$ cat config.mk
export PLATFORM = sky130hd
export DESIGN_NAME = mult_ctrl_unit
export DESIGN_NICKNAME = d
export VERILOG_FILES = /design/src/rtl/mult_ctrl_unit.sv
export SDC_FILE = /design/constraint.sdc
export NUM_CORES = 1
export LEC_CHECK = 0
export ABC_AREA = 1
export CORE_MARGIN = 2
export CORE_UTILIZATION = 50
export CTS_CLUSTER_SIZE = 28
export DETAILED_ROUTE_END_ITERATION = 10
export DONT_BUFFER_PORTS = 1
export GPL_TIMING_DRIVEN = 0
export PLACE_DENSITY = 0.68
export SLEW_MARGIN = 5
export SYNTH_ARGS = -nofsm -noshare
export SYNTH_HDL_FRONTEND = slang
export SYNTH_SLANG_ARGS = --single-unit
$ cat constraint.sdc
create_clock -name clk -period 1.3 [get_ports clk]
set_input_delay 0.195 -clock clk [delete_from_list [all_inputs] [get_ports clk]]
set_output_delay 0.195 -clock clk [all_outputs]
set_load 0.02 [all_outputs]
$ cat src/rtl/mult_ctrl_unit.sv
// Control-path FSM for the repeated-addition multiplier.
// Sequences the datapath (load, iterate M<=M+A / B<=B-1, hold) and wraps it
// in a val/rdy request/response handshake. A zero B operand is detected at
// accept time, because the datapath can only report B==1 (B_zero).
module mult_ctrl_unit #(
  parameter int unsigned w = 16
) (
  input  logic         clk,
  input  logic         rst_n,
  input  logic         req_val,
  output logic         req_rdy,
  input  logic [w-1:0] operands_bits_B,
  output logic         resp_val,
  input  logic         resp_rdy,
  output logic         A_en,
  output logic         B_en,
  output logic         M_en,
  output logic         B_mux_sel,
  output logic         M_mux_sel,
  input  logic         B_zero,
  output logic         busy,
  output logic [w-1:0] op_cycles
);

  typedef enum logic [1:0] {
    ST_IDLE = 2'b00,
    ST_CALC = 2'b01,
    ST_DONE = 2'b10
  } state_e;

  localparam logic [w-1:0] ZERO_W = {w{1'b0}};
  localparam logic [w-1:0] ONE_W  = {{(w-1){1'b0}}, 1'b1};

  state_e       state_q, state_d;
  logic [w-1:0] op_cycles_q, op_cycles_d;

  logic req_rdy_s, resp_val_s, busy_s;
  logic a_en_s, b_en_s, m_en_s, b_sel_s, m_sel_s;

  // State and cycle-counter registers, cleared asynchronously.
  always_ff @(posedge clk or negedge rst_n) begin
    if (!rst_n) begin
      state_q     <= ST_IDLE;
      op_cycles_q <= ZERO_W;
    end else begin
      state_q     <= state_d;
      op_cycles_q <= op_cycles_d;
    end
  end

  // Next-state, counter update and datapath control decode.
  always_comb begin
    state_d     = state_q;
    op_cycles_d = op_cycles_q;
    req_rdy_s   = 1'b0;
    resp_val_s  = 1'b0;
    busy_s      = 1'b0;
    a_en_s      = 1'b0;
    b_en_s      = 1'b0;
    m_en_s      = 1'b0;
    b_sel_s     = 1'b0;
    m_sel_s     = 1'b0;
    case (state_q)
      ST_IDLE: begin
        req_rdy_s = 1'b1;
        if (req_val) begin
          // Load A and B, clear M; restart the cycle count.
          a_en_s      = 1'b1;
          b_en_s      = 1'b1;
          m_en_s      = 1'b1;
          op_cycles_d = ZERO_W;
          if (operands_bits_B == ZERO_W) begin
            state_d = ST_DONE;
          end else begin
            state_d = ST_CALC;
          end
        end else begin
          state_d = ST_IDLE;
        end
      end
      ST_CALC: begin
        busy_s      = 1'b1;
        b_en_s      = 1'b1;
        m_en_s      = 1'b1;
        b_sel_s     = 1'b1;
        m_sel_s     = 1'b1;
        op_cycles_d = op_cycles_q + ONE_W;
        // B_zero means the B register holds 1: this add is the last one.
        if (B_zero) begin
          state_d = ST_DONE;
        end else begin
          state_d = ST_CALC;
        end
      end
      ST_DONE: begin
        busy_s     = 1'b1;
        resp_val_s = 1'b1;
        if (resp_rdy) begin
          state_d = ST_IDLE;
        end else begin
          state_d = ST_DONE;
        end
      end
      default: begin
        state_d     = ST_IDLE;
        op_cycles_d = op_cycles_q;
      end
    endcase
  end

  // Outputs are forced low for as long as reset is asserted.
  assign req_rdy   = rst_n & req_rdy_s;
  assign resp_val  = rst_n & resp_val_s;
  assign busy      = rst_n & busy_s;
  assign A_en      = rst_n & a_en_s;
  assign B_en      = rst_n & b_en_s;
  assign M_en      = rst_n & m_en_s;
  assign B_mux_sel = rst_n & b_sel_s;
  assign M_mux_sel = rst_n & m_sel_s;
  assign op_cycles = op_cycles_q;

endmodule

==> results.toml, run 1 <==
[status]
outcome = "finished, violations left"
failing_checks = "negative setup slack"

[sta]
timing.final.crit_share_pct = 123.3
timing_hold_violations_final = 0
report.final.setup_viol = 25
slew_viol_final = 0
finalClockSkew_ns = 0.002650
rsz0062_at_grt = "yes"
max_freq_ghz = 0.6241
post-route-worst-setup-slack_ns = -0.3023
timing_worst_slew_pin_value_ns = 0.7960
final.min_clock_period_ns = 1.602
max-slew-margin-rel_pct = 46.76
timing.setup.tns_ns = -4.763

[global_route]
grt_max_degree = 19
overflow = 0
grt_pass1_vias = 1090
global_route.usage.total_pct = 22.04
antenna_violations_before_repair = 0
global_route_wire_length_before_repair_um = 4602

[floorplanning]
chipWidth_um = 53.47
boundaryPins = 45
floorplan.die_area_mm2 = 0.002859
design.core.area_mm2 = 0.002255
initial_core_util_pct = 54.27
chipHeight_um = 53.47
number_of_placement_rows = 17

[setup_path]
class_of_the_most_critical_setup_path = "register to output port"
setup.worst_path.end_class = "output port"
crit_arrival_ns = 1.41
critical_path_peak_fanout = 3
worst-path-buf-inv = 2
crit_required_ns = 1.11
path_delay_family = "flip-flops"
crit_slowest_cell = "sky130_fd_sc_hd__dfrtp_1"
critPathMaxStageDelay_ns = 0.43
critical_path.cell_chain = "inv_2 > ha_4 > nand2_4 > o21ai_4 > buf_6"
setup.worst_path.start_class = "register"

[finish]
synthToLayoutAreaGrowth_pct = 28.53
final_layout_size_suffix_gt1_share_pct = 32.98
final_cell_area_mm2 = 0.001573
num_antenna_cells = 0
fin_util_pct = 69.76
nets = 215

[yosys]
yosys.cell_count.top_type = "sky130_fd_sc_hd__nand2_1"
synth_top_flop_cell = "sky130_fd_sc_hd__dfrtp_1"
post_synth_main_area_contributors = "sky130_fd_sc_hd__dfrtp_1 (37%), sky130_fd_sc_hd__nand2_1 (12%), sky130_fd_sc_hd__inv_1 (8.0%)"
synth.avg_cell_area_um2 = 7.156
synth_cell_types = 21
synth_area_leader_cell = "sky130_fd_sc_hd__dfrtp_1"
async_reset_ff_share_pct = 100.0
yosys_register_bits = 18
postSynthNetCount = 197
yosysWarningCount = 0
synth_edf_count = 0
syn-instance-count = 171
synth_top_cells_by_count = "sky130_fd_sc_hd__nand2_1 (38), sky130_fd_sc_hd__inv_1 (26), sky130_fd_sc_hd__nor2_1 (26)"
synth_largest_type_area_fraction_pct = 36.81
synth_area_mm2 = 0.001224
seq_area_frac_synth_pct = 36.81

[power_and_ir_drop]
intPower_mw = 1.532
pwr_density_cell_mw_per_mm2 = 1706
share_clk_of_total_power_pct = 13.0
power.net_switching_mw = 1.152
p_leak_nw = 0.7773
p_sw_share_pct = 42.91
seq_power_share_pct = 27.3
finalPower_mw = 2.684
vdd_drop_max_uv = 1299
comb_power_share_pct = 59.8

[clocking]
clk-insertion-delay-late_ns = 0.29
clkSlewWorstSetupHoldPaths_ns = 0.10
sink_count_of_the_clock_tree = 18
clock_path_buffers = 2
cts_made_buffers = 3
tritoncts = "done"
cts_root_buf = "sky130_fd_sc_hd__clkbuf_4"
clock_tree.htree_level_count = 1

[drt]
routed_via_density = 5.338
wire_per_inst_um = 13.82
routed_wl_um = 2985
drc = 0
detailroute.via_count = 1153
dr.pass1.iters = 4
drt_iter0_drc = 24
antenna_violating_nets_post_route = 0

[place]
dp_hpwl_um = 1900
placed_cell_area_mm2 = 0.001275
placer_congestion_estimate = 0.8388
placement.io_buffers = 0
post-place-ws_ns = -0.1737

[hold_path]
timing.hold.worst.class = "primary input to register"

[flow_run]
maxCapViolCount = 0
-- tightest hold or removal path: stages --
cell and delay (ns):
sky130_fd_sc_hd__inv_1 0.02, sky130_fd_sc_hd__nand2_1 0.05, sky130_fd_sc_hd__a21oi_1 0.06
-- stage by stage --
step	hold WS (ns)	instances
after floorplan	-0.1006	171
after global placement	-0.1001	199
after detailed placement	-0.1001	199
after CTS	0.06758	213
after global routing	0.08007	216
final	0.06736	216
-- cell type report --
class                      instances  area (µm²)
buffer                             5       60.06
clock buffer                       4       36.28
fill                             189       681.9
inverter                          28       117.6
multi-input combinational        120       759.5
sequential                        18       452.9
tap                               28       35.03
timing repair buffer              13       111.4
-- metal layers --
metal / global-route usage [%] / vias up / share of wire, %
met5: 0 / - / 0
met4: 8.120 / 0 / 1.7
met3: 5.932 / 8 / 6.7
met2: 38.89 / 46 / 51
met1: 25.00 / 532 / 41
li1: - / 567 / -
-- cell usage in the layout (no fill, tap or decap), drive strengths merged --
master,synthesis,layout
a22oi,1,1
clkbuf,0,4
nand2,43,43
a21oi,12,12
nor2,32,32
nand3,14,14
buf,5,17
inv,28,28
ha,5,5
nand4,2,2
dlygate4sd3,0,1
o21ai,8,8
nor3,3,3
dfrtp,18,18
-- power by group through the flow --
| stage | clock (mW) | sequential [mW] | combinational [mW] |
|---|---|---|---|
| after floorplan | 0 | 0.721 | 0.769 |
| after global placement | 0 | 0.731 | 0.854 |
| after detailed placement | 0 | 0.740 | 0.882 |
| after CTS | 0.358 | 0.726 | 1.36 |
| after global routing | 0.383 | 0.740 | 1.70 |
| final | 0.348 | 0.732 | 1.60 |
-- what timing repair did --
item,CTS,global route
buffers inserted,9,4
setup endpoints to repair,24,25
resized for setup,27,19
endpoints found under the hold margin,18,0
pin swaps,5,10
hold buffers,1,0
-- registers in the layout, summed over array words and instances, names as in the netlist --
register / flops
state_q: 2
op_cycles: 16
-- path summary, 6_finish.rpt --
| kind | from | endpoint | slack [ns] | depth (start not counted) |
|---|---|---|---|---|
| min reg2reg | op_cycles[1] | op_cycles[1] | 0.65 | 2 |
| max | state_q[0] | M_en | -0.30 | 5 |
| min in group asynchronous | rst_n | op_cycles[5] | 0.42 | 1 |
| max in group asynchronous | rst_n | op_cycles[0] | 0.34 | 1 |
| max reg2reg | state_q[0] | op_cycles[4] | -0.28 | 10 |
| min | B_zero | state_q[0] | 0.07 | 3 |
-- logic make-up (layout without fill, tap and decap cells) --
group           Yosys count  after routing  synth area share, %
buf+inv                  33             50                12.78
simple gates             94             94                36.50
compound gates           21             21                8.793
fa+ha+maj                 5              5                5.112
flops                    18             18                36.81
Note: power is estimated with default switching activity, not from simulation.
==> run 2, diff against run 1 <==
- GPL_ROUTABILITY_DRIVEN: unset -> 1
- PLACE_DENSITY: 0.68 -> unset
- SLEW_MARGIN: 5 -> 10
- clock period: 1.3 -> 1.5 ns (I/O delays scaled with it)
==> run 2 against run 1 <==
Compared with the run above:
- the flow still finishes with violations (negative setup slack)
- clock power is 8.6% lower
- die area is the same
- first-iteration DRC count increased by 92%
- utilization shrank 0.33 points
- combinational power down 13%
- flip-flop and latch count did not move
- design area down 0.48%
- cell count is 0.93% lower
- largest cell class unchanged
==> results.toml, run 2 (same netlist as run 1, synthesis figures left out) <==
[status]
outcome = "finished, violations left"
failing_checks = "negative setup slack"

[power_and_ir_drop]
pwr_density_cell_mw_per_mm2 = 1499
p_leak_nw = 0.7593
vdd_drop_max_uv = 1300
finalPower_mw = 2.346

[clocking]
cts_made_buffers = 3
clock_path_buffers = 2
clock_tree.htree_level_count = 1
clkSlewWorstSetupHoldPaths_ns = 0.11
tritoncts = "done"
sink_count_of_the_clock_tree = 18
cts_root_buf = "sky130_fd_sc_hd__clkbuf_4"
clk-insertion-delay-late_ns = 0.31

[sta]
max-slew-margin-rel_pct = 44.83
post-route-worst-setup-slack_ns = -0.1505
report.final.setup_viol = 17
finalClockSkew_ns = 0.002756
timing.setup.tns_ns = -0.9314
final.min_clock_period_ns = 1.650
slew_viol_final = 0
timing.final.crit_share_pct = 110.0
timing_worst_slew_pin_value_ns = 0.8249
rsz0062_at_grt = "yes"
timing_hold_violations_final = 0
max_freq_ghz = 0.6059
finalHoldWorstSlack_ns = 0.07499

[setup_path]
critical_path.cell_chain = "inv_2 > ha_4 > nand2_4 > o21ai_4 > buf_6"
critPathMaxStageDelay_ns = 0.40
crit_required_ns = 1.27
setup.worst_path.start_class = "register"
setup.worst_path.end_class = "output port"
critical_path_peak_fanout = 3
crit_slowest_cell = "sky130_fd_sc_hd__dfrtp_1"
class_of_the_most_critical_setup_path = "register to output port"
crit_arrival_ns = 1.43

[floorplanning]
initial_core_util_pct = 54.27
number_of_placement_rows = 17
chipHeight_um = 53.47
design.core.area_mm2 = 0.002255
boundaryPins = 45
chipWidth_um = 53.47
floorplan.die_area_mm2 = 0.002859

[drt]
drc = 0
wire_per_inst_um = 13.57
routed_via_density = 5.266
antenna_violating_nets_post_route = 0
dr.pass1.iters = 4
drt_iter0_drc = 46
routed_wl_um = 2905
detailroute.via_count = 1127

[global_route]
global_route_wire_length_before_repair_um = 4519
overflow = 0
grt_max_degree = 19
antenna_violations_before_repair = 0
grt_pass1_vias = 1075
global_route.usage.total_pct = 21.74

[place]
placer_congestion_estimate = 0.8300
place_inst = 199
post-place-ws_ns = -0.02447
placement.io_buffers = 0
placed_cell_area_mm2 = 0.001262
dp_hpwl_um = 1892

[finish]
max_ffs_per_register = 16
nets = 213
synthToLayoutAreaGrowth_pct = 27.91
layout_commonest_cell = "sky130_fd_sc_hd__nand2_1"
final_cell_area_mm2 = 0.001565
fin_util_pct = 69.42
final_cell_mix = "sky130_fd_sc_hd__nand2_1 (35), sky130_fd_sc_hd__nor2_1 (25), sky130_fd_sc_hd__inv_1 (18), sky130_fd_sc_hd__dfrtp_1 (17), sky130_fd_sc_hd__nand3_1 (12)"
final_layout_size_suffix_gt1_share_pct = 30.65
num_antenna_cells = 0
layout.cells.non_filler = 214

[hold_path]
timing.hold.worst.class = "primary input to register"

[flow_run]
maxCapViolCount = 0
==> run 2: changes by cell type in the layout (fill, tap and decap cells not counted), moves of 2 or more <==
| cell | before | now |
|---|---|---|
| sky130_fd_sc_hd__buf_4 | 9 | 7 |
| sky130_fd_sc_hd__inv_4 | 5 | 2 |
| sky130_fd_sc_hd__nand2_4 | 7 | 5 |
| sky130_fd_sc_hd__nand3_2 | 2 | 0 |
| sky130_fd_sc_hd__nand3_1 | 10 | 12 |
| sky130_fd_sc_hd__inv_6 | 0 | 2 |
| sky130_fd_sc_hd__inv_2 | 4 | 6 |
==> run 2: area by class of cell <==
| type | count | area, µm² |
|---|---|---|
| clock buffers | 4 | 36.28 |
| inverters | 28 | 120.1 |
| multi-input cells | 120 | 762.0 |
| repair buffers | 12 | 111.4 |
| flip-flops and latches | 18 | 451.7 |
| plain buffers | 4 | 48.80 |
| fillers | 187 | 689.4 |
| well taps | 28 | 35.03 |
==> run 2: worst paths after layout <==
kind                                   start             to  slack, ns  cells past startpoint
worst max-delay path              state_q[1]           M_en      -0.15                      5
min in group asynchronous              rst_n   op_cycles[6]       0.45                      1
max in group asynchronous              rst_n   op_cycles[1]       0.50                      1
worst max register to register    state_q[0]  op_cycles[12]      -0.11                     13
worst min register to register  op_cycles[1]   op_cycles[1]       0.61                      2
worst min-delay path                  B_zero     state_q[0]       0.07                      3
==> run 2: worst max-delay path, delay by kind of cell (launching register included) <==
kind / cells / cell delay (ns)
compound gates: 1 / 0.22
buf+inv: 2 / 0.27
flops: 1 / 0.40
simple gates: 1 / 0.06
fa+ha+maj: 1 / 0.17
==> run 2: repair_timing <==
item,CTS,global route
hold buffers,1,0
pin swaps,4,3
setup endpoints to repair,7,24
resized for setup,14,38
hold endpoints to repair,18,0
setup buffers,5,6
==> run 2: per-layer routing <==
metal	global-route usage, %	up-vias	routed length [µm]
li1	-	567	-
met1	25.30	521	1218
met2	36.21	34	1490
met3	6.497	5	141
met4	9.829	0	54
met5	0	-	0
==> run 2: power by group <==
group          switching, mW  internal, mW  leakage, nW
registers             0.0874         0.540        0.247
logic                  0.765         0.636        0.492
clock network          0.170         0.148       0.0210
total                   1.02          1.32        0.759
